## config.mk

```make
export PLATFORM = sky130hd
export DESIGN_NAME = bht_update_queue_flat
export DESIGN_NICKNAME = d
export VERILOG_FILES = /design/src/rtl/bp_pkg.sv /design/src/rtl/bht_update_queue_if.sv /design/src/rtl/sync_fifo.sv /design/src/rtl/bht_update_queue.sv /design/src/flat_wrapper.sv
export SDC_FILE = /design/constraint.sdc
export NUM_CORES = 1
export LEC_CHECK = 0
export CORE_UTILIZATION = 55
export DETAILED_ROUTE_END_ITERATION = 12
export PLACE_DENSITY_LB_ADDON = 0.08
export SLEW_MARGIN = 20
export SYNTH_ARGS = -nofsm -noshare
export SYNTH_HDL_FRONTEND = slang
export SYNTH_SLANG_ARGS = --single-unit
export TNS_END_PERCENT = 1
```

## constraint.sdc

```tcl
create_clock -name clk -period 3.6 [get_ports clk]
set_clock_uncertainty 0.05 [all_clocks]
set_input_delay 1.08 -clock clk [delete_from_list [all_inputs] [get_ports clk]]
set_output_delay 1.08 -clock clk [all_outputs]
set_load 0.05 [all_outputs]
```

## src/rtl/bp_pkg.sv

```systemverilog
// Branch-predictor shared types: the resolved-branch record exchanged between EX,
// the update queue and the BHT, plus a saturating-counter helper.
package bp_pkg;

    localparam int BP_PC_W = 32;

    typedef struct packed {
        logic [BP_PC_W-1:0] pc;
        logic               taken;
        logic               pred;
    } bp_upd_t;

    // True while a w-bit counter holding v still has room to count up (w <= 32).
    function automatic logic bp_can_inc(input logic [31:0] v, input int unsigned w);
        logic [31:0] lim;
        lim = (w >= 32) ? 32'hFFFF_FFFF : ((32'd1 << w) - 32'd1);
        return v != lim;
    endfunction

endpackage

```

## src/rtl/bht_update_queue_if.sv

```systemverilog
// EX-side record handshake and BHT-side update port of the branch update queue.
interface bht_update_queue_if #(
    parameter int PC_W = 32
);
    logic            ex_valid;
    logic [PC_W-1:0] ex_pc;
    logic            ex_taken;
    logic            ex_pred;
    logic            ex_ready;
    logic            upd_ready;
    logic            update;
    logic [PC_W-1:0] PC_update;
    logic            BR;

    modport master (
        output ex_valid, ex_pc, ex_taken, ex_pred, upd_ready,
        input  ex_ready, update, PC_update, BR
    );

    modport slave (
        input  ex_valid, ex_pc, ex_taken, ex_pred, upd_ready,
        output ex_ready, update, PC_update, BR
    );
endinterface

```

## src/rtl/sync_fifo.sv

```systemverilog
// Single-clock FIFO: storage, wrapping pointers and an occupancy count one bit wider
// than the pointers. The data output is the head entry, or the last popped one when empty.
module sync_fifo #(
    parameter int WIDTH = 8,
    parameter int DEPTH = 4,
    localparam int PTR_W = $clog2(DEPTH)
) (
    input  logic             clk,
    input  logic             rst,
    input  logic             push,
    input  logic             pop,
    input  logic [WIDTH-1:0] wdata,
    output logic [WIDTH-1:0] rdata,
    output logic             full,
    output logic             empty,
    output logic [PTR_W:0]   count
);

    logic [WIDTH-1:0] mem [DEPTH];
    logic [PTR_W-1:0] wr_ptr;
    logic [PTR_W-1:0] rd_ptr;
    logic [PTR_W-1:0] last_ptr;
    logic             do_push;
    logic             do_pop;

    assign full     = (count == (PTR_W+1)'(DEPTH));
    assign empty    = (count == '0);
    assign do_push  = push & ~full;
    assign do_pop   = pop & ~empty;
    assign last_ptr = rd_ptr - PTR_W'(1);

    always_ff @(posedge clk or negedge rst) begin
        if (!rst) begin
            wr_ptr <= '0;
            rd_ptr <= '0;
            count  <= '0;
        end else begin
            if (do_push) wr_ptr <= wr_ptr + PTR_W'(1);
            if (do_pop)  rd_ptr <= rd_ptr + PTR_W'(1);
            case ({do_push, do_pop})
                2'b10:   count <= count + (PTR_W+1)'(1);
                2'b01:   count <= count - (PTR_W+1)'(1);
                default: count <= count;
            endcase
        end
    end

    // Storage carries no reset; validity is defined solely by the pointers and count.
    always_ff @(posedge clk) begin
        if (do_push) mem[wr_ptr] <= wdata;
    end

    assign rdata = empty ? mem[last_ptr] : mem[rd_ptr];

endmodule

```

## src/rtl/bht_update_queue.sv

```systemverilog
// Queues resolved branches from EX and drains one per cycle into the BHT update port,
// dropping records on overflow and keeping saturating applied/mispredict/drop counts.
module bht_update_queue
    import bp_pkg::*;
#(
    parameter int DEPTH = 4,
    parameter int PC_W  = BP_PC_W,
    parameter int CNT_W = 16
) (
    input  logic                   clk,
    input  logic                   rst,
    bht_update_queue_if.slave      bus,
    output logic [$clog2(DEPTH):0] occupancy,
    output logic [CNT_W-1:0]       br_cnt,
    output logic [CNT_W-1:0]       miss_cnt,
    output logic [CNT_W-1:0]       drop_cnt
);

    localparam int REC_W = $bits(bp_upd_t);

    bp_upd_t wr_rec;
    bp_upd_t head;
    logic    full;
    logic    empty;
    logic    push;
    logic    pop;
    logic    drop;

    function automatic logic [CNT_W-1:0] sat_inc(input logic [CNT_W-1:0] v);
        return v + CNT_W'(bp_can_inc(32'(v), CNT_W));
    endfunction

    assign wr_rec = '{pc: BP_PC_W'(bus.ex_pc), taken: bus.ex_taken, pred: bus.ex_pred};

    // Acceptance depends only on stored state, so a same-cycle pop never frees a full queue.
    assign push = bus.ex_valid & ~full;
    assign drop = bus.ex_valid & full;
    assign pop  = ~empty & bus.upd_ready;

    sync_fifo #(
        .WIDTH (REC_W),
        .DEPTH (DEPTH)
    ) u_fifo (
        .clk   (clk),
        .rst   (rst),
        .push  (push),
        .pop   (pop),
        .wdata (wr_rec),
        .rdata (head),
        .full  (full),
        .empty (empty),
        .count (occupancy)
    );

    assign bus.ex_ready  = ~full;
    assign bus.update    = pop;
    assign bus.PC_update = PC_W'(head.pc);
    assign bus.BR        = head.taken;

    always_ff @(posedge clk or negedge rst) begin
        if (!rst) begin
            br_cnt   <= '0;
            miss_cnt <= '0;
            drop_cnt <= '0;
        end else begin
            if (pop) begin
                br_cnt <= sat_inc(br_cnt);
                if (head.pred != head.taken) miss_cnt <= sat_inc(miss_cnt);
            end
            if (drop) drop_cnt <= sat_inc(drop_cnt);
        end
    end

endmodule

```

## src/flat_wrapper.sv

```systemverilog
// flat-port wrapper written by rule: the top's interface ports become plain ports
module bht_update_queue_flat import bp_pkg::*;
#(
    parameter int DEPTH = 4,
    parameter int PC_W  = BP_PC_W,
    parameter int CNT_W = 16
)
  (clk, rst, occupancy, br_cnt, miss_cnt, drop_cnt, bus_ex_valid, bus_ex_pc, bus_ex_taken, bus_ex_pred, bus_upd_ready, bus_ex_ready, bus_update, bus_PC_update, bus_BR);
  bht_update_queue_if #(.PC_W(PC_W)) bus_i ();
  input  logic clk;
  input  logic rst;
  output logic [$clog2(DEPTH):0] occupancy;
  output logic [CNT_W-1:0] br_cnt;
  output logic [CNT_W-1:0] miss_cnt;
  output logic [CNT_W-1:0] drop_cnt;
  input wire logic [$bits(bus_i.ex_valid)-1:0] bus_ex_valid;
  input wire logic [$bits(bus_i.ex_pc)-1:0] bus_ex_pc;
  input wire logic [$bits(bus_i.ex_taken)-1:0] bus_ex_taken;
  input wire logic [$bits(bus_i.ex_pred)-1:0] bus_ex_pred;
  input wire logic [$bits(bus_i.upd_ready)-1:0] bus_upd_ready;
  output wire logic [$bits(bus_i.ex_ready)-1:0] bus_ex_ready;
  output wire logic [$bits(bus_i.update)-1:0] bus_update;
  output wire logic [$bits(bus_i.PC_update)-1:0] bus_PC_update;
  output wire logic [$bits(bus_i.BR)-1:0] bus_BR;
  assign bus_i.ex_valid = bus_ex_valid;
  assign bus_i.ex_pc = bus_ex_pc;
  assign bus_i.ex_taken = bus_ex_taken;
  assign bus_i.ex_pred = bus_ex_pred;
  assign bus_i.upd_ready = bus_upd_ready;
  assign bus_ex_ready = bus_i.ex_ready;
  assign bus_update = bus_i.update;
  assign bus_PC_update = bus_i.PC_update;
  assign bus_BR = bus_i.BR;
  bht_update_queue #(.DEPTH(DEPTH), .PC_W(PC_W), .CNT_W(CNT_W)) u_core (.clk(clk), .rst(rst), .bus(bus_i), .occupancy(occupancy), .br_cnt(br_cnt), .miss_cnt(miss_cnt), .drop_cnt(drop_cnt));
endmodule
```

==> impl_metrics.json, run 1 <==
{
  "synthSimpleGateAreaFrac_pct": 12.6,
  "cts_max_level": 4,
  "setup_tns_ns": 0,
  "period_share_pct": 97.8,
  "synth_top_cell_area_share_pct": 45.8,
  "endpoint_kind": "output port",
  "synth_flop_cell": "edfxtp_1",
  "place_congestion": 0.803,
  "fin_util_pct": 70.3,
  "setup_viol": 0,
  "synth_xor_area_share_pct": 4.93,
  "initialDrtViolationCount": 482,
  "numClockSinks": 191,
  "startpoint": "u_core.u_fifo.count[1]$_DFFE_PN0P_",
  "critical_path_required_ns": 2.47,
  "grt_max_degree": 67,
  "portBuffers": 123,
  "path_max_fanout": 23,
  "maxSlewHeadroom_pct": 54.8,
  "clk-insertion-delay-late_ns": 0.43,
  "max_freq_mhz": 284,
  "yosys.area_share.adder_pct": 1.91,
  "rrSetupSlack_ns": 1.09,
  "synth_seq_area_share_pct": 61.2,
  "dieArea_sq_um": 16700,
  "top_usage_layer": "met2",
  "synthMuxAreaShare_pct": 4.97,
  "nFillCells": 1110,
  "final_layout_size_suffix_gt1_share_pct": 14.9,
  "pre_cts_ws_ns": 0.353,
  "die_h_um": 129,
  "report.final.slew_viol_count": 0,
  "cts.hold.buffers_added": 0,
  "synth_fp_nets": 779,
  "synth_area_leaders": "edfxtp_1 46%, dfrtp_1 15%, mux2i_1 3.7%, o221ai_1 3.2%, and3_1 3.0%",
  "synth_cells": 728,
  "drc": 0,
  "drt_wl_total_mm": 20.8,
  "finalCriticalPeriod_ns": 3.52,
  "vias": 6549,
  "grt_pass1_vias": 6374,
  "antenna_found_initial": 0,
  "area_growth_syn_to_layout_pct": 24.7,
  "die_x_um": 129,
  "fin_ws_ns": 0.0783,
  "worstPathCellList": "nor3_4, buf_12, buf_6, and3_1, a31oi_1, o221ai_1, buf_4",
  "powerDensity_nw_per_um2": 958,
  "io_pins": 124,
  "mostFrequentLayoutCell": "edfxtp_1",
  "cts_tree": "built",
  "rr_endpoint": "u_core.miss_cnt[14]$_DFFE_PN0P_",
  "synth_compound_area_share_pct": 10.2,
  "synth_area_leader_cell": "edfxtp_1",
  "synth-seq-cells": 191,
  "placed_area_sq_um": 10500,
  "max_stage_delay_ns": 0.49,
  "final_area_sq_um": 11100,
  "mostFrequentLayoutCells": "136 x edfxtp_1, 88 x clkdlybuf4s50_1, 59 x nand2_1",
  "hold_viol": 0,
  "antenna_cells": 0,
  "final_nets": 902,
  "grt-ovfl-total": 0,
  "syn_area_per_cell_sq_um": 12.2,
  "startpoint_type": "flip-flop",
  "start_util_pct": 56.3,
  "synthesis.yosys.warnings": 0,
  "arrival_ns": 2.39,
  "clock_path_buffers": 2,
  "hold_path.class": "reg -> reg",
  "grt_usage_pct": 25.8,
  "synth_cell_types": 44,
  "status": "finished, final reports clean",
  "routed_via_density": 6.07,
  "clockRootBuffer": "clkbuf_16",
  "grt_first_pass_wirelength_mm": 32.8,
  "synth_top_family_by_area": "simple AND/OR/NAND/NOR gates",
  "antenna_left": 0,
  "synth-edff-count": 136,
  "tightest_slew_ns": 0.679,
  "floorplan.core_area_sq_um": 15800,
  "leakage_nw": 4.47,
  "wl_per_cell_um": 19.3,
  "rsz0062_at_grt": "false",
  "clk_pin_slew_ns": 0.07,
  "num_rows": 46,
  "maxCapViolCount": 0,
  "grt_util_met1_pct": 32.7,
  "synth_area_sq_um": 8920,
  "globalRouteMet3Util_pct": 4.95,
  "slowest_stage": "dfrtp_2",
  "hpwl_mm": 12.6,
  "cts_made_buffers": 17,
  "timing.critical_path.to": "bus_PC_update[17]",
  "grt_util_met2_pct": 44.1,
  "multiInputGateArea_sq_um": 3120,
  "ys_async_sr_fraction_pct": 28.8,
  "ir_drop_uv": 658,
  "reg2regPathDepth": 8,
  "crit-reg2reg-launch": "u_core.miss_cnt[3]$_DFFE_PN0P_",
  "drtPass1Iterations": 5,
  "seq_area_sq_um": 5470,
  "criticalPathCategory": "reg -> out",
  "fin_hold_ws_ns": 0.435
}
==> registers in the layout, indices dropped and copies added (netlist names) <==
signal / count
u_core.drop_cnt: 16
u_core.u_fifo.mem: 136
u_core.u_fifo.rd_ptr: 2
u_core.miss_cnt: 16
u_core.u_fifo.count: 3
u_core.br_cnt: 16
u_core.u_fifo.wr_ptr: 2
==> what timing repair did <==
| item | 4_1_cts | 5_1_grt |
|---|---|---|
| gates resized for setup | 5 | 4 |
| setup endpoints to repair | 22 | 13 |
| pin swaps | 0 | 1 |
| buffers inserted | 1 | 1 |
| gates cloned | 1 | 0 |
==> critical path: cells and delay by family, from the launching register on <==
| kind | cells | cell delay [ns] |
|---|---|---|
| buffers and inverters | 3 | 0.68 |
| and+or+nand+nor | 2 | 0.45 |
| AOI/OAI and AO/OA | 2 | 0.34 |
| DFF | 1 | 0.49 |
==> metrics by stage <==
stage | std cells | power [mW]
floorplan | 728 | 6.89
global placement | 1045 | 8.66
detailed placement | 1045 | 8.78
CTS | 1078 | 10.7
global route | 1079 | 11.1
finish | 1079 | 10.7
==> power by group <==
group | switching, mW | total [mW] | internal (mW)
clock network | 0.826 | 1.79 | 0.964
registers | 0.303 | 3.14 | 2.84
logic | 3.74 | 5.72 | 1.98
total | 4.87 | 10.7 | 5.78
==> logic make-up (layout without fill, tap and decap cells) <==
group | Yosys count | in the layout
XOR/XNOR | 48 | 48
flip-flops | 191 | 191
AO/OA/AOI/OAI | 135 | 135
adder cells (fa/ha/maj) | 13 | 13
AND/OR/NAND/NOR | 211 | 211
buffers and inverters | 89 | 224
multiplexers | 41 | 41
==> worst min-delay path by stage <==
stage                                        startpoint                                  end  slack [ns]  depth (start not counted)
CTS                      u_core.miss_cnt[6]$_DFFE_PN0P_       u_core.miss_cnt[6]$_DFFE_PN0P_        0.43                          1
global placement        u_core.miss_cnt[10]$_DFFE_PN0P_      u_core.miss_cnt[10]$_DFFE_PN0P_        0.42                          1
finish                   u_core.miss_cnt[6]$_DFFE_PN0P_       u_core.miss_cnt[6]$_DFFE_PN0P_        0.44                          1
floorplan           u_core.u_fifo.wr_ptr[1]$_DFFE_PN0P_  u_core.u_fifo.wr_ptr[1]$_DFFE_PN0P_        0.48                          1
global route            u_core.miss_cnt[15]$_DFFE_PN0P_      u_core.miss_cnt[15]$_DFFE_PN0P_        0.46                          1
detailed placement       u_core.miss_cnt[6]$_DFFE_PN0P_       u_core.miss_cnt[6]$_DFFE_PN0P_        0.42                          1
==> metal layers <==
| layer | vias up | wire length [um] |
|---|---|---|
| met5 | - | 0 |
| met4 | 0 | 422 |
| met3 | 36 | 1150 |
| met2 | 274 | 10600 |
| met1 | 3259 | 8600 |
| li1 | 2980 | - |
==> final cells by class <==
| class | instances | share of cell area (%) |
|---|---|---|
| Sequential cell | 191 | 49.1 |
| Multi-Input combinational cell | 448 | 28.1 |
| Timing Repair Buffer | 151 | 13.9 |
| Clock buffer | 18 | 3.86 |
| Tap cell | 216 | 2.43 |
| Inverter | 42 | 1.42 |
| Clock inverter | 13 | 1.14 |
==> cell usage after synthesis, types with 2 or more instances <==
cell type	n
nor4_4	2
buf_6	2
xor2_1	29
clkbuf_1	27
nor4_1	5
buf_1	2
dfrtp_1	55
nand2_1	59
nor3_2	5
buf_2	16
ha_1	12
and3_1	43
or3_1	7
mux2_2	6
mux2i_1	33
and4_1	5
mux4_2	2
a21oi_1	32
edfxtp_1	136
nand4_1	11
nor2_1	40
nor3_1	9
o22ai_1	32
a31oi_1	32
inv_1	41
xnor2_1	18
o221ai_1	33
nand3_1	18
Power figures use the tool's default switching activity.
==> inputs of run 2 (changes only) <==
--- a/config.mk
+++ b/config.mk
@@ -7,7 +7,7 @@
 export LEC_CHECK = 0
 export CORE_UTILIZATION = 55
 export DETAILED_ROUTE_END_ITERATION = 12
-export PLACE_DENSITY_LB_ADDON = 0.08
+export PLACE_DENSITY = 0.76
 export SLEW_MARGIN = 20
 export SYNTH_ARGS = -nofsm -noshare
 export SYNTH_HDL_FRONTEND = slang
==> impl_metrics.json, run 2 (synthesis gave the netlist of run 1 again) <==
{
  "status": "finished, final reports clean",
  "die_x_um": 129,
  "reg2regPathDepth": 8,
  "antenna_left": 0,
  "final_layout_size_suffix_gt1_share_pct": 15.2,
  "critPathBufInv": 3,
  "multiInputGateArea_sq_um": 3120,
  "initialDrtViolationCount": 436,
  "powerDensity_nw_per_um2": 969,
  "floorplan.core_area_sq_um": 15800,
  "clock_path_buffers": 2,
  "routed_via_density": 6.06,
  "vias": 6584,
  "antenna_cells": 0,
  "startpoint_type": "flip-flop",
  "fin_total_pwr_mw": 10.9,
  "cts_made_buffers": 17,
  "num_rows": 46,
  "clk-insertion-delay-late_ns": 0.44,
  "maxSlewHeadroom_pct": 42.4,
  "fin_util_pct": 71.0,
  "grt_max_degree": 51,
  "hold_path.class": "reg -> reg",
  "mostFrequentLayoutCells": "136 x edfxtp_1, 88 x clkdlybuf4s50_1, 59 x nand2_1",
  "wl_per_cell_um": 19.6,
  "tightest_slew_ns": 0.864,
  "arrival_ns": 2.40,
  "hpwl_mm": 13.4,
  "grt-ovfl-total": 0,
  "period_share_pct": 98.0,
  "critical_path_required_ns": 2.47,
  "drt_wl_total_mm": 21.3,
  "maxCapViolCount": 0,
  "worstPathCellList": "nor3_2, buf_12, nor2_4, buf_12, a21oi_1, o221ai_1, buf_12",
  "criticalPathCategory": "reg -> out",
  "portBuffers": 123,
  "cp.depth": 7,
  "path_max_fanout": 29,
  "clockRootBuffer": "clkbuf_16",
  "final_nets": 909,
  "start_util_pct": 56.3,
  "cts_tree": "built",
  "max_stage_delay_ns": 0.42,
  "grt_first_pass_wirelength_mm": 33.7,
  "drtPass1Iterations": 4,
  "seq_area_sq_um": 5460,
  "nFillCells": 1077,
  "antenna_found_initial": 0,
  "drc": 0,
  "whs_path_depth": 1,
  "setup_tns_ns": 0,
  "hold_viol": 0,
  "cp_common_cell": "buf_12",
  "ir_drop_uv": 792,
  "numClockSinks": 191,
  "cp_top_family": "buffers and inverters",
  "leakage_nw": 4.52,
  "top_register": "u_core.u_fifo.mem",
  "place_congestion": 0.841,
  "area_growth_syn_to_layout_pct": 26.1,
  "grt_usage_pct": 26.6,
  "dieArea_sq_um": 16700,
  "final_area_sq_um": 11200,
  "report.final.slew_viol_count": 0,
  "cts_max_level": 4,
  "finalCriticalPeriod_ns": 3.53,
  "mostFrequentLayoutCell": "edfxtp_1",
  "placed_area_sq_um": 10600,
  "largest_reg_flops": 136,
  "clk_pin_slew_ns": 0.06,
  "grt_pass1_vias": 6751,
  "setup_viol": 0,
  "slowest_stage": "dfrtp_1",
  "endpoint_kind": "output port",
  "io_pins": 124,
  "die_h_um": 129,
  "max_freq_mhz": 283
}
==> run 2: per-stage QoR <==
step | std cells | setup WS, ns | hold WS [ns]
finish | 1087 | 0.0720 | 0.437
global route | 1087 | -0.00514 | 0.455
CTS | 1080 | 0.0224 | 0.440
detailed placement | 1048 | 0.420 | 0.430
global placement | 1048 | 0.449 | 0.425
floorplan | 728 | -0.0737 | 0.484
==> run 2: timing repair <==
item	4_1_cts	5_1_grt
gates resized for setup	1	4
endpoints found under the setup margin	1	21
buffers inserted	0	7
hold buffers	0	0
==> run 2: area by class of cell <==
class | instances | area share [%]
clock buffer | 25 | 4.62
clock inverter | 7 | 0.423
inverter | 42 | 1.40
multi-input combinational | 448 | 27.7
sequential | 191 | 48.6
tap | 216 | 2.40
timing repair buffer | 158 | 14.8
==> run 2: report_power, final <==
group	internal, mW	switching, mW	total [mW]
logic	2.13	3.85	5.98
clock network	1.01	0.794	1.80
registers	2.84	0.280	3.12
total	5.98	4.92	10.9
==> run 2: final timing paths <==
kind                            slack [ns]                               start                              end
worst max-delay path                  0.07  u_core.u_fifo.count[0]$_DFFE_PN0P_                bus_PC_update[21]
worst min-delay path                  0.44     u_core.miss_cnt[10]$_DFFE_PN0P_  u_core.miss_cnt[10]$_DFFE_PN0P_
worst max register to register        1.09      u_core.miss_cnt[3]$_DFFE_PN0P_  u_core.miss_cnt[14]$_DFFE_PN0P_
worst min register to register        0.44     u_core.miss_cnt[10]$_DFFE_PN0P_  u_core.miss_cnt[10]$_DFFE_PN0P_
max in group asynchronous             2.12                                 rst    u_core.br_cnt[12]$_DFFE_PN0P_
min in group asynchronous             0.71                                 rst   u_core.miss_cnt[5]$_DFFE_PN0P_
==> run 2: layer usage <==
metal	global-route usage (%)	vias up	part of all wire, %
met2	44.5	275	51
li1	-	2989	-
met3	5.99	50	7.2
met4	14.4	0	2.3
met5	0	-	0
met1	32.2	3270	40
==> inputs of run 3 (changes only) <==
--- a/config.mk
+++ b/config.mk
@@ -5,9 +5,9 @@
 export SDC_FILE = /design/constraint.sdc
 export NUM_CORES = 1
 export LEC_CHECK = 0
-export CORE_UTILIZATION = 55
+export CORE_UTILIZATION = 41
 export DETAILED_ROUTE_END_ITERATION = 12
-export PLACE_DENSITY = 0.76
+export PLACE_DENSITY = 0.59
 export SLEW_MARGIN = 20
 export SYNTH_ARGS = -nofsm -noshare
 export SYNTH_HDL_FRONTEND = slang
==> impl_metrics.json, run 3 (synthesis gave the netlist of run 1 again) <==
{
  "status": "finished, final reports clean",
  "seq_area_sq_um": 5470,
  "critical_path_required_ns": 2.47,
  "antenna_found_initial": 0,
  "floorplan.core_area_sq_um": 21200,
  "clock_path_buffers": 2,
  "drc": 0,
  "io_pins": 124,
  "period_share_pct": 98.8,
  "internal-power_mw": 5.59,
  "cts.hold.buffers_added": 0,
  "multiInputGateArea_sq_um": 3150,
  "start_util_pct": 42.1,
  "vias": 6416,
  "mostFrequentLayoutCells": "136 x edfxtp_1, 88 x clkdlybuf4s50_1, 59 x nand2_1",
  "mostFrequentLayoutCell": "edfxtp_1",
  "report.final.slew_viol_count": 0,
  "finalCriticalPeriod_ns": 3.56,
  "reg2regPathDepth": 5,
  "clockRootBuffer": "clkbuf_16",
  "fin_ws_ns": 0.0423,
  "drt_wl_total_mm": 22.3,
  "final_area_sq_um": 11100,
  "placed_area_sq_um": 10400,
  "leakage_nw": 4.43,
  "drtPass1Iterations": 4,
  "largest_reg_flops": 136,
  "setup_viol": 0,
  "path_max_fanout": 17,
  "p_sw_share_pct": 47.0,
  "criticalPathCategory": "reg -> out",
  "top_register": "u_core.u_fifo.mem",
  "arrival_ns": 2.43,
  "final_layout_size_suffix_gt1_share_pct": 15.0,
  "grt_first_pass_wirelength_mm": 34.9,
  "final_nets": 901,
  "clk_pin_slew_ns": 0.07,
  "startpoint_type": "flip-flop",
  "pwr-share-seq_pct": 29.7,
  "num_rows": 53,
  "endpoint_kind": "output port",
  "cts_made_buffers": 17,
  "wl_per_cell_um": 19.6,
  "clk-insertion-delay-late_ns": 0.43,
  "hpwl_mm": 13.0,
  "pre_cts_ws_ns": 0.274,
  "portBuffers": 123,
  "nFillCells": 1789,
  "hold_viol": 0,
  "routed_via_density": 5.64,
  "grt_pass1_vias": 6303,
  "grt_max_degree": 97,
  "comb_power_share_pct": 53.0,
  "maxCapViolCount": 0,
  "die_x_um": 149,
  "power.switching_mw": 4.95,
  "fin_util_pct": 52.7,
  "hold_path.class": "reg -> reg",
  "antenna_left": 0,
  "ir_drop_uv": 703,
  "cts_tree": "built",
  "rsz0062_at_grt": "false",
  "maxSlewHeadroom_pct": 56.4,
  "fin_total_pwr_mw": 10.5,
  "cts_max_level": 4,
  "grt-ovfl-total": 0,
  "numClockSinks": 191,
  "area_growth_syn_to_layout_pct": 25.0,
  "grt_usage_pct": 20.6,
  "tightest_slew_ns": 0.655,
  "antenna_cells": 0,
  "clkPwrFrac_pct": 17.2,
  "place_congestion": 0.776,
  "dieArea_sq_um": 22300,
  "die_h_um": 149,
  "whs_path_depth": 1,
  "powerDensity_nw_per_um2": 945,
  "max_freq_mhz": 281,
  "initialDrtViolationCount": 386
}
## run 3: layout make-up
type	instances	area share (%)
multi-input cells	449	28.2
repair buffers	149	13.2
inverters	42	1.41
clock buffers	18	3.85
well taps	275	3.09
flip-flops and latches	191	49.0
clock inverters	13	1.16
## run 3: final timing paths
kind / start / to / slack [ns]
setup / recovery: u_core.u_fifo.rd_ptr[1]$_DFFE_PN0P_ / bus_PC_update[9] / 0.04
hold / removal: u_core.br_cnt[11]$_DFFE_PN0P_ / u_core.br_cnt[11]$_DFFE_PN0P_ / 0.44
setup reg to reg: u_core.u_fifo.rd_ptr[1]$_DFFE_PN0P_ / u_core.miss_cnt[0]$_DFFE_PN0P_ / 1.06
hold reg to reg: u_core.br_cnt[11]$_DFFE_PN0P_ / u_core.br_cnt[11]$_DFFE_PN0P_ / 0.44
max in group asynchronous: rst / u_core.drop_cnt[12]$_DFFE_PN0P_ / 2.34
min in group asynchronous: rst / u_core.u_fifo.count[1]$_DFFE_PN0P_ / 0.46
## run 3: critical path, cell delays in order (launching register included)
cell      delay (ns)
dfrtp_4         0.53
or4_4           0.63
buf_12          0.20
o22ai_1         0.19
nand2_1         0.08
o221ai_1        0.11
buf_4           0.25
## run 3: power by group through the flow
stage          logic (mW)  clock network (mW)  registers [mW]
2_1_floorplan        3.47                   0            3.42
3_3_place_gp         5.32                   0            3.15
3_5_place_dp         5.39                   0            3.18
4_1_cts              5.58                1.85            3.13
5_1_grt              5.92                1.93            3.18
6_report             5.59                1.81            3.13
## run 3: repair_timing
item                       4_1_cts  5_1_grt
cloned                           2        0
setup endpoints to repair       32       11
gates resized for setup         10        4
setup buffers                    5        2
pin swaps                        3        0
## run 3: routing by layer
layer,up-vias,share of wire [%],wire (um),track usage (%)
met5,-,0,0,0
met4,0,1.5,329,7.45
met3,22,5.8,1300,3.38
met2,231,49,11000,34.1
met1,3192,43,9690,27.4
li1,2971,-,-,-
## run 3: stage by stage
step	TNS, ns	hold WS, ns	cells
after floorplan	-2.10	0.484	728
after global placement	0	0.423	1097
after detailed placement	0	0.436	1097
after CTS	0	0.441	1135
after global routing	0	0.450	1137
final	0	0.444	1137
==> RTL change 1 (config.mk and constraints of run 2) <==
`CNT_W` is set to 16 in 2 places; all go to 18.
--- a/src/rtl/bht_update_queue.sv
+++ b/src/rtl/bht_update_queue.sv
@@ -7,3 +7,3 @@
     parameter int PC_W  = BP_PC_W,
-    parameter int CNT_W = 16
+    parameter int CNT_W = 18
 ) (
--- a/src/flat_wrapper.sv
+++ b/src/flat_wrapper.sv
@@ -5,3 +5,3 @@
     parameter int PC_W  = BP_PC_W,
-    parameter int CNT_W = 16
+    parameter int CNT_W = 18
 )
Interface: changed (resized br_cnt, drop_cnt and miss_cnt); port bits go from 124 to 130. The function was not compared with the original's and may differ.
==> RTL change 1 against run 2 <==
  * Design area up 1.4%
  * Highest routed layer unchanged
  * Total power is 0.77% lower
  * Synthesized cell count is 2.9% higher
  * Setup slack gained 0.027 ns
  * Hold slack gained 0.0035 ns
  * Largest power group unchanged
  * Register-to-register slack lost 0.39 ns
  * Sequential cell count increased by 6
  * Wire length decreased by 2.9%
  * Area after synthesis grew 2.1%
==> RTL change 1: results (changes against run 2) <==
Run status
  • Status: complete, no violations (unchanged)

Placement
  • Dpl cells: 1065 (was 1048)
  • Gp weighted congestion: 0.8184 (was 0.8406)
  • Placed Area: 10760 um2 (was 10600 um2)
  • Pre-CTS WS: 0.3650 ns (was 0.4200 ns)
  • HPWL after detailed placement: 13130 um (was 13400 um)
  • Number of port buffers: 129 (was 123)

Power and ir drop
  • Leakage: 4.513 nW (was 4.524 nW)
  • PD cells: 948.7 nW/um2 (was 969.3 nW/um2)
  • Sequential group power: 3.18 mW (was 3.12 mW)
  • Internal power component: 6.003 mW (was 5.976 mW)
  • Peak VDD IR: 939.0 uV (was 792.4 uV)
  • Comb pwr share: 52.6% (was 54.8%)

Hold path
  • Hold path depth: 1 (unchanged)
  • Hold_sp: u_core.br_cnt[15] (was u_core.miss_cnt[10])
  • WHS Endpoint: u_core.br_cnt[15] (was u_core.miss_cnt[10])

Global routing
  • GR Util All Layers: 25.30% (was 26.61%)
  • Largest net degree at the start of global routing: 68 (was 51)
  • First-pass GRT wire length: 32620 um (was 33660 um)

Setup path
  • Slowest cell on the critical path: dfrtp_2 (was dfrtp_1)
  • Crit path largest cell delay: 0.43 ns
  • R2r setup slk: 0.70 ns (was 1.09 ns)
  • Critical R2R Capture: u_core.br_cnt[16] (was u_core.miss_cnt[14])
  • RR Startpoint: u_core.br_cnt[5] (was u_core.miss_cnt[3])
  • Critical path's top delay family: buffers and inverters (unchanged)
  • R2R cell count: 9 (was 8)
  • CP Max Fanout: 33 (was 29)

Drt
  • Final WL: 20690 um (was 21310 um)
  • Starting DRT DRC Count: 521 (was 436)
  • Pre-antenna DRT Iters: 5 (was 4)
  • Post-DR wirelength/cell: 18.86 um (was 19.60 um)
  • Via Count: 6682 (was 6584)

Synthesis
  • Sequential area share after synthesis: 61.64% (was 61.24%)
  • Top-count cell post-synth: edfxtp_1 (unchanged)
  • Synthesized net count: 799 (was 779)
  • Asr flop ratio synth: 30.96% (was 28.80%)
  • Commonest cells in the netlist: edfxtp_1, dfrtp_1, nand2_1 (was edfxtp_1, nand2_1, dfrtp_1)
  • Post-Syn Instances: 749 (was 728)
  • Synth cell types: 37 (was 44)
  • Synth area leaders: edfxtp_1, dfrtp_1, xnor2_1 (was edfxtp_1, dfrtp_1, mux2i_1)

Layout
  • Register bank with the most flops: u_core.u_fifo.mem (unchanged)
  • Layout cells sized above 1: 12.37% (was 15.15%)
  • Number of flip-flops under the largest register name: 136 (unchanged)
  • Final #Nets: 918 (was 909)

STA
  • Worst rel slew slack: 49.32% (was 42.42%)
  • Worst Hold Slack: 0.4400 ns (was 0.4365 ns)

CTS
  • Setup Buffers After CTS: 0 (unchanged)
  • CTS resizes: 2 (was 1)
  • H-tree depth: 4 (unchanged)
-- RTL change 1: area by class of cell --
cell class | instances | area, um2
repair buffers | 150 | 1600
clock inverters | 9 | 82.58
inverters | 47 | 176.4
fillers | 1122 | 4603
multi-input cells | 455 | 3122
well taps | 216 | 270.3
clock buffers | 23 | 533.0
flip-flops and latches | 197 | 5613
-- RTL change 1: worst max-delay path by stage --
stage | start | to | slack (ns)
2_1_floorplan | u_core.u_fifo.count[0] | bus_PC_update[15] | -0.01
3_3_place_gp | bus_upd_ready | bus_update | 0.38
3_5_place_dp | bus_upd_ready | bus_update | 0.36
4_1_cts | u_core.u_fifo.rd_ptr[1] | bus_PC_update[27] | 0.03
5_1_grt | u_core.u_fifo.count[2] | bus_PC_update[3] | 0.006
6_report | u_core.u_fifo.rd_ptr[1] | bus_PC_update[27] | 0.1
-- RTL change 1: cells by family after synthesis --
logic type	Yosys count	synth area share (%)
mux	40	4.742
flops	197	61.64
compound gates	134	9.911
buf+inv	97	4.454
fa+ha+maj	12	1.732
xor+xnor	56	5.595
simple gates	213	11.93
-- RTL change 1: worst reg2reg max path, cell delays in order, from the launching register on --
cell and delay [ns]:
dfrtp_1 0.47, nand4_1 0.17, or4_1 0.60, or3_1 0.40
ha_1 0.24, ha_1 0.22, o311ai_1 0.18, nor4_1 0.21
nand4_1 0.17, xnor2_1 0.12
-- RTL change 1: routing by layer --
layer  share of wire (%)  vias to the layer above  global-route usage [%]
met1                  40                     3315                   31.90
met4                 1.7                        0                   11.49
li1                    -                     3030                       -
met2                  50                      307                   41.89
met3                 8.4                       30                   5.700
met5                   0                        -                       0
==> RTL change 2 (settings of run 2) <==
Without the edit above. Reset style: synchronous (`rst`), changed in 2 clocked blocks.
--- a/src/rtl/sync_fifo.sv
+++ b/src/rtl/sync_fifo.sv
@@ -31,3 +31,3 @@
 
-    always_ff @(posedge clk or negedge rst) begin
+    always_ff @(posedge clk) begin
         if (!rst) begin
--- a/src/rtl/bht_update_queue.sv
+++ b/src/rtl/bht_update_queue.sv
@@ -59,3 +59,3 @@
 
-    always_ff @(posedge clk or negedge rst) begin
+    always_ff @(posedge clk) begin
         if (!rst) begin
Function: differs if rst is asserted again (counterexample within 4 cycles, from zero or initial values and one cycle with rst low); with rst held inactive, the same outputs for 4 cycles.
==> RTL change 2 against run 2 <==
  * Critical endpoint is now bus_PC_update[1]
  * Sequential cell count grew 2
  * Total power shrank 24%
  * Area after synthesis shrank 0.59%
  * Wire length shrank 12%
  * Largest cell class unchanged
  * Sequential power shrank 11%
  * Combinational power shrank 39%
  * Design area shrank 2.8%
  * Final cell count shrank 14%
  * Via count shrank 14%
  * Setup slack gained 0.20 ns
  * Critical path depth shrank 3
==> RTL change 2: results (changes against run 2) <==
Layout
  • Number of flip-flops under the largest register name: 136 (unchanged)
  • Layout cells sized above 1: 26.87% (was 15.15%)
  • Fillers: 1065 (was 1077)
  • Final #Nets: 760 (was 909)

Synthesis
  • Sequential area share after synthesis: 58.95% (was 61.24%)
  • Asr flop ratio synth: 0% (was 28.80%)
  • Synth cell types: 38 (was 44)
  • Commonest cells in the netlist: edfxtp_1, mux4_2, dfxtp_1 (was edfxtp_1, nand2_1, dfrtp_1)
  • Synth area leaders: edfxtp_1, mux4_2, dfxtp_1 (was edfxtp_1, dfrtp_1, mux2i_1)
  • Synthesized net count: 634 (was 779)

Setup path
  • Critical path's top delay family: flip-flops (was buffers and inverters)
  • Crit path largest cell delay: 0.67 ns (was 0.42 ns)
  • Slowest cell on the critical path: dfxtp_2 (was dfrtp_1)
  • CP Max Fanout: 18 (was 29)
  • Worst Path Arrival: 2.20 ns (was 2.40 ns)

Placement
  • Number of port buffers: 123 (unchanged)
  • Gp weighted congestion: 0.8090 (was 0.8406)
  • Placed Area: 10320 um2 (was 10600 um2)
  • HPWL after detailed placement: 11990 um (was 13400 um)
  • Pre-CTS WS: 0.3472 ns (was 0.4200 ns)

Drt
  • Via Count: 5694 (was 6584)
  • Starting DRT DRC Count: 376 (was 436)
  • Post-DR wirelength/cell: 20.01 um (was 19.60 um)
  • Pre-antenna DRT Iters: 5 (was 4)

STA
  • Setup TNS: 0 ns (unchanged)
  • Worst rel slew slack: 63.62% (was 42.42%)

Global routing
  • First-pass GRT wire length: 29980 um (was 33660 um)
  • Vias in the first global route: 5755 (was 6751)
  • Largest net degree at the start of global routing: 35 (was 51)
  • GR Util All Layers: 24.15% (was 26.61%)

Power and ir drop
  • PD cells: 761.8 nW/um2 (was 969.3 nW/um2)
  • Leakage: 3.510 nW (was 4.524 nW)
  • Peak VDD IR: 427.0 uV (was 792.4 uV)

Run status
  • Status: complete, no violations (unchanged)

CTS
  • H-tree depth: 4 (unchanged)
  • CTS resizes: 0 (was 1)
  • Clk slew on worst S/H paths: 0.07 ns
  • Setup Buffers After CTS: 0 (unchanged)
-- RTL change 2: cell types whose count changed after synthesis, sizes merged, moves of 32 or more --
cell	delta
a31oi	-32
inv	-32
dfxtp	+57
and3	-35
o221ai	-33
mux4	+65
nand2	-34
o22ai	-32
dfrtp	-55
-- RTL change 2: cells by family (layout without fill, tap and decap cells) --
group | count (synthesis) | in the layout | synth area share [%]
mux | 106 | 106 | 21.94
compound gates | 60 | 60 | 3.868
xor+xnor | 22 | 22 | 2.174
flops | 193 | 193 | 58.95
fa+ha+maj | 13 | 13 | 1.920
buf+inv | 43 | 182 | 2.061
simple gates | 146 | 146 | 9.091
-- RTL change 2: path summary, 6_finish.rpt --
| check | startpoint | to | slack (ns) | depth (start not counted) |
|---|---|---|---|---|
| worst min-delay path | u_core.miss_cnt[10] | u_core.miss_cnt[10] | 0.43 | 2 |
| worst min register to register | u_core.miss_cnt[10] | u_core.miss_cnt[10] | 0.43 | 2 |
| worst max register to register | u_core.br_cnt[4] | u_core.br_cnt[8] | 1.00 | 8 |
| worst max-delay path | register | bus_PC_update[1] | 0.27 | 4 |
-- RTL change 2: metrics by stage --
| stage | hold slack [ns] | instances | total power [mW] |
|---|---|---|---|
| 3_3_place_gp | 0.4230 | 906 | 6.423 |
| 6_report | 0.4338 | 938 | 8.323 |
| 5_1_grt | 0.4649 | 938 | 8.666 |
| 3_5_place_dp | 0.4328 | 906 | 6.487 |
| 2_1_floorplan | 0.4192 | 583 | 5.463 |
| 4_1_cts | 0.4421 | 938 | 8.392 |
-- RTL change 2: cell type report --
type,instances,share of cell area [%]
inverters,10,0.3436
flip-flops and latches,193,47.88
repair buffers,140,12.00
clock inverters,14,1.512
well taps,216,2.474
multi-input cells,347,31.77
clock buffers,18,4.020
-- RTL change 2: power by group --
part           switching, mW  internal, mW
Clock                  0.791          1.11
Combinational           2.24          1.42
Sequential             0.171          2.59
-- RTL change 2: per-layer routing --
metal / part of all wire (%) / track usage, %
met5: 0 / 0
met1: 42 / 31.09
met3: 5.4 / 5.031
met4: 1.5 / 8.512
met2: 51 / 40.86
-- RTL change 2: tightest hold or removal path, cell delays in order, from the launching register on --
cell	delay [ns]
dfxtp_1	0.33
nand2_1	0.06
mux2i_1	0.05
